==> config.mk <==
export PLATFORM = sky130hd
export DESIGN_NAME = shift_pipe
export DESIGN_NICKNAME = d
export VERILOG_FILES = /design/src/rtl/shift_pipe.sv
export SDC_FILE = /design/constraint.sdc
export NUM_CORES = 1
export LEC_CHECK = 0
export ABC_AREA = 1
export BUFFER_PORTS_ARGS = -buffer_cell sky130_fd_sc_hd__buf_2
export CORE_UTILIZATION = 55
export CTS_BUF_LIST = sky130_fd_sc_hd__clkbuf_16
export DETAILED_ROUTE_END_ITERATION = 10
export GPL_TIMING_DRIVEN = 0
export PLACE_DENSITY = 0.8
export SLEW_MARGIN = 25
export SYNTH_ARGS = -nofsm -noshare
export SYNTH_HDL_FRONTEND = slang
export SYNTH_SLANG_ARGS = --single-unit
==> constraint.sdc <==
create_clock -name clk -period 6.6 [get_ports clk]
set_input_delay 0.66 -clock clk [delete_from_list [all_inputs] [get_ports clk]]
set_output_delay 0.66 -clock clk [all_outputs]
set_load 0.1 [all_outputs]
==> src/rtl/shift_pipe.sv <==
// Pipelined barrel shifter (SLL/SRL/SRA/ROR) for the ALU datapath.
// Stage k resolves shift-amount bit k, so a WIDTH-bit operand passes through
// log2(WIDTH) registered stages. One op per cycle, with global-stall backpressure.
//
// Handshake: a beat is accepted on in_valid & in_ready and delivered on
// out_valid & out_ready. in_ready is high whenever the pipe can advance
// (output empty or being drained this cycle), so accept and drain may happen
// in the same cycle. Producers must hold in_valid/in_a/in_shamt/in_op stable
// until accepted; out_* stay stable while out_valid=1 and out_ready=0.
module shift_pipe #(
    parameter int WIDTH = 32,
    localparam int SHW = $clog2(WIDTH)
) (
    input  logic             clk,
    input  logic             rst,
    input  logic             in_valid,
    output logic             in_ready,
    input  logic [WIDTH-1:0] in_a,
    input  logic [SHW-1:0]   in_shamt,
    input  logic [1:0]       in_op,
    output logic             out_valid,
    input  logic             out_ready,
    output logic [WIDTH-1:0] out_res,
    output logic             out_zero,
    output logic             busy
);

    // Fixed-distance shift used by one stage; op: 00 SLL, 01 SRL, 10 SRA, 11 ROR.
    // SRA keeps the sign: every stage shifts arithmetically, so the MSB of the
    // original operand is preserved all the way down the pipe.
    function automatic logic [WIDTH-1:0] stage_shift(input logic [WIDTH-1:0] d,
                                                     input logic [1:0]       op,
                                                     input int               amt);
        logic [WIDTH-1:0] r;
        case (op)
            2'b00:   r = d << amt;
            2'b01:   r = d >> amt;
            2'b10:   r = $signed(d) >>> amt;
            default: r = (d >> amt) | (d << (WIDTH - amt));
        endcase
        return r;
    endfunction

    logic                 adv;

    // Stage registers. The last stage does not need shift amount or op.
    logic [SHW-1:0]       valid_q;
    logic [WIDTH-1:0]     data_q  [SHW];
    logic [SHW-1:0]       rem_q   [SHW-1];
    logic [1:0]           op_q    [SHW-1];
    logic                 zero_q;

    // Inputs seen by each stage (stage 0 sees the module inputs).
    logic [SHW-1:0]       st_valid;
    logic [WIDTH-1:0]     st_data [SHW];
    logic [SHW-1:0]       st_rem  [SHW];
    logic [1:0]           st_op   [SHW];
    logic [WIDTH-1:0]     shifted [SHW];

    // The whole pipe moves together; it stalls only when a result is waiting.
    assign adv      = !out_valid || out_ready;
    assign in_ready = adv;

    // Remaining shift amount is carried right-shifted, so bit 0 is always
    // the bit this stage resolves.
    for (genvar k = 0; k < SHW; k++) begin : g_stage
        if (k == 0) begin : g_first
            assign st_valid[0] = in_valid;
            assign st_data[0]  = in_a;
            assign st_rem[0]   = in_shamt;
            assign st_op[0]    = in_op;
        end else begin : g_next
            assign st_valid[k] = valid_q[k-1];
            assign st_data[k]  = data_q[k-1];
            assign st_rem[k]   = rem_q[k-1];
            assign st_op[k]    = op_q[k-1];
        end
        assign shifted[k] = st_rem[k][0] ? stage_shift(st_data[k], st_op[k], 1 << k)
                                         : st_data[k];
    end

    // Pipeline advance: every stage loads its predecessor on adv, else all hold.
    always_ff @(posedge clk or posedge rst) begin
        if (rst) begin
            valid_q <= '0;
            for (int k = 0; k < SHW; k++) begin
                data_q[k] <= '0;
            end
            for (int k = 0; k < SHW - 1; k++) begin
                rem_q[k] <= '0;
                op_q[k]  <= '0;
            end
        end else if (adv) begin
            valid_q <= st_valid;
            for (int k = 0; k < SHW; k++) begin
                data_q[k] <= shifted[k];
            end
            for (int k = 0; k < SHW - 1; k++) begin
                rem_q[k] <= st_rem[k] >> 1;
                op_q[k]  <= st_op[k];
            end
        end
    end

    // Zero flag registered alongside the last stage so out_zero is glitch-free.
    always_ff @(posedge clk or posedge rst) begin
        if (rst) begin
            zero_q <= 1'b1;
        end else if (adv) begin
            zero_q <= (shifted[SHW-1] == '0);
        end
    end

    assign out_valid = valid_q[SHW-1];
    assign out_res   = data_q[SHW-1];
    assign out_zero  = zero_q;
    assign busy      = |valid_q;

endmodule
Yosys cells after proc, flatten, opt, wreduce, memory -nomap -nowiden
Index checks and enable logic that the tools add are counted.
{"block": "word_totals", "register_bits": 184, "in_bits": 43, "out_inout_bits": 36, "wordCells": 49}
{"block": "classes", "n_eq_ne": 10, "mux": 10, "n_bitwise": 5, "reduce_logical": 9}
{"cell": "32-bit one-hot mux with 3 select lines", "n": 5}
{"cell": "32-bit two-way mux", "n": 5}
{"cell": "32-bit zero test", "n": 1}
{"cell": "16-bit by 32-bit OR with 32-bit output", "n": 1}
{"cell": "24-bit by 32-bit OR with 32-bit output", "n": 1}
{"cell": "28-bit by 32-bit OR with 32-bit output", "n": 1}
{"cell": "30-bit by 32-bit OR with 32-bit output", "n": 1}
{"cell": "31-bit by 32-bit OR with 32-bit output", "n": 1}
{"cell": "2-bit by 1-bit equality test with 1-bit output (second input constant)", "n": 5}
{"cell": "2-bit equality test (second input constant)", "n": 5}
{"cell": "2-bit zero test", "n": 5}
{"cell": "5-bit OR reduction", "n": 1}
{"cell": "1-bit zero test", "n": 1}
{"cell": "1-bit logical OR", "n": 1}

Depth between registers and ports, before layout
{"block": "depth", "depth_word": 4, "ltp_mapped": 13, "ltp_nobuf": 12}

Least setup slack after synthesis
No wires, ideal clock.
{"block": "synth_timing", "kind": "register -> output", "start": "register valid_q[4]", "end": "output port in_ready", "arrival_ns": 2.403, "t_required_ns": 5.940, "setup_slack_ns": 3.537, "stages_incl_launch_ff": 6, "n_path_buf": 2, "cell_sequence": "dfrtp_1 inv_1 nor2_2 inv_2 clkbuf_1 clkbuf_1"}
{"block": "synth_via", "elab_chain_len": 2}
{"element": "start, declared", "line": "47", "source": "logic [SHW-1:0] valid_q;"}
{"element": "start signal, assigned", "line": "94", "source": "valid_q <= st_valid;"}
{"element": "1-bit zero test", "line": "61", "source": "assign adv = !out_valid || out_ready;"}
{"element": "1-bit logical OR", "line": "61"}
{"element": "end, declared", "line": "17", "source": "output logic in_ready,"}
No other way between the ends.

Worst setup path in the final report
Ends and elaborated chain as after synthesis.

==> metrics.txt <==
placed instance count 1592; combinational share of power 51.4%; filler cell count 1618; Setup crit start kind register; Core Area 17200 um2; Placement Setup Slack 3.56 ns; commonest non-fill, non-tap cell in the layout nand2_1; Critical Path AT 2.54 ns; io pins 79; placed cell area 10400 um2; Yosys cell types 28; clock power share 15.0%; Pins Over Slew Limit 0; worst slew pin tran 0.816 ns; row count 48; post-route cell area 11000 um2; HPWL after DPL 23500 um; Final ANT Viol Nets 0; CTS tree yes; worst hold path class in2async; final std cells w/o fill 1624; Power per Cell Area 595 nW/um2; Area Growth Syn to Fin 13.0%; CP required 5.94 ns; clk buf depth 2; YS warnings 0; commonest cells after routing, fill and taps aside nand2_1 (298), dfrtp_1 (183), o21ai_0 (162), nor2_1 (139), a31oi_1 (112); largest net degree at the start of global routing 96; Most Frequent Cell on Critical Path clkbuf_1; drt wl/cell 18.6 um; status completed; RSZ-0062 raised after global routing false; Avg Vias per Cell 5.69; Seq/Total Area, Yosys 47.5%; GPL Wtd Cong 0.947; PnR worst setup slack 3.40 ns; Starting Density 56.3%; drt drc 0; post-cts resize count 0; Starting DRT DRC Count 613; final wirelength 30200 um; Root Buffer clkbuf_16; CP max FO 10; max-cap viol count 0; Final setup viols 0; critical path class reg2out; CTS Buf Count 17; Die Y 135 um; Synth Instances 1288; Fin. Hold Viols 0; Sw Ratio 52.0%; slowest CP cell buf_2; vias in the first global route 8929; die footprint 18200 um2; P_sw 3.39 mW; Tmin final 3.20 ns; skew final 0.0113 ns; Slew Limit Headroom 45.6%; GRT Total Usage 34.9%; critical path's largest stage delay 0.51 ns; vias 9247; Nets 1429; die width 135 um; number of synthesized register bits 184; Avg Inst Size Synth 7.53 um2; critical path endpoint category output pin; sequential group share of total power 33.6%; clk sinks 184; Syn Nets 1331; share of cells above drive strength 1 12.8%; max frequency 312 MHz; Internal 3.13 mW; mapped cell area 9700 um2; latest clock arrival within the worst-skew pair 0.44 ns; post-CTS setup buffers 0; htree depth 4; Final Util 63.6%; Hold-fix buffers, CTS 0; number of antenna diodes 0; Lkg Pwr 5.16 nW; Final period util 48.5%; CP Cell Sequence inv_1 > nor2_2 > inv_2 > clkbuf_1 > clkbuf_1 > buf_2; worst vdd ir 494 uV; number of I/O port buffers 78; clock-pin slew on the worst setup and hold paths 0.07 ns; overflow left after global routing 0; DRT Pass-1 Iters 6; first-pass GRT wire length 48000 um; initial antenna violation count 0
[per-layer routing]
layer,track usage (%),share of wire [%],vias up
li1,-,-,4500
met1,40.9,41,4342
met2,61.5,51,328
met3,4.84,3.7,77
met4,19.6,5.2,0
met5,0,0,-
[sequential cells by signal (all words and copies together), names as in the netlist]
signal    flops
valid_q       5
op_q          8
rem_q        10
data_q      128
out_res      32
out_zero      1
[worst paths after layout]
| check | from | end | slack, ns | depth (start not counted) |
|---|---|---|---|---|
| setup / recovery | valid_q[4] | in_ready | 3.40 | 6 |
| hold / removal | rst | data_q[127] | 0.31 | 2 |
| setup reg to reg | valid_q[4] | data_q[37] | 4.49 | 5 |
| hold reg to reg | rem_q[12] | rem_q[6] | 0.48 | 2 |
| max in group asynchronous | rst | out_zero | 5.43 | 3 |
| min in group clk | in_valid | valid_q[0] | 0.41 | 3 |
[power groups by stage]
stage                     registers (mW)  logic (mW)  clock network, mW
final                               2.19        3.35              0.980
after global routing                2.24        3.66               1.03
after CTS                           2.17        3.33              0.983
after detailed placement            2.19        3.32                  0
after global placement              2.17        3.29                  0
after floorplan                     1.99        2.58                  0
[per-stage QoR]
| step | hold WS [ns] | power [mW] | setup TNS, ns |
|---|---|---|---|
| after floorplan | 0.442 | 4.57 | 0 |
| after global placement | 0.457 | 5.46 | -146.21 |
| after detailed placement | 0.454 | 5.51 | 0 |
| after CTS | 0.335 | 6.48 | 0 |
| after global routing | 0.362 | 6.92 | 0 |
| final | 0.313 | 6.52 | 0 |
[cells in the mapped netlist, drive strengths merged]
cell	instances	area share [%]
nand2	299	12
dfrtp	183	47
o21ai	173	8.9
nor2	143	5.7
a31oi	112	7.2
a21oi	109	5.6
inv	93	3.6
clkbuf	70	2.7
buf	53	3.6
o22ai	19	1.2
a221oi	8	0.72
or2	8	0.52
a211oi	7	0.54
nand3	4	0.21
clkinv	2	0.077
nor3	2	0.10
dfstp	1	0.27
o21a	1	0.077
o31ai	1	0.077
[cell families (layout without fill, tap and decap cells)]
| family | Yosys count | count (layout) | synth area share (%) |
|---|---|---|---|
| AO/OA/AOI/OAI | 430 | 430 | 24.4 |
| AND/OR/NAND/NOR | 456 | 456 | 18.1 |
| buffers and inverters | 218 | 329 | 10.0 |
| flip-flops | 184 | 184 | 47.5 |
[critical path, delay by kind of cell, from the launching register on]
kind                   cells  cell delay [ns]
buffers and inverters      5             1.62
and+or+nand+nor            1             0.11
DFF                        1             0.37
[layout make-up]
class	count	area, um2	area share, %
inverters	95	364	3.32
repair buffers	79	418	3.81
flip-flops and latches	184	4610	42.0
clock inverters	15	128	1.16
well taps	225	282	2.57
clock buffers	17	425	3.88
multi-input cells	886	4130	37.6
plain buffers	123	616	5.62
No activity file was read; power rests on OpenSTA's default activity.
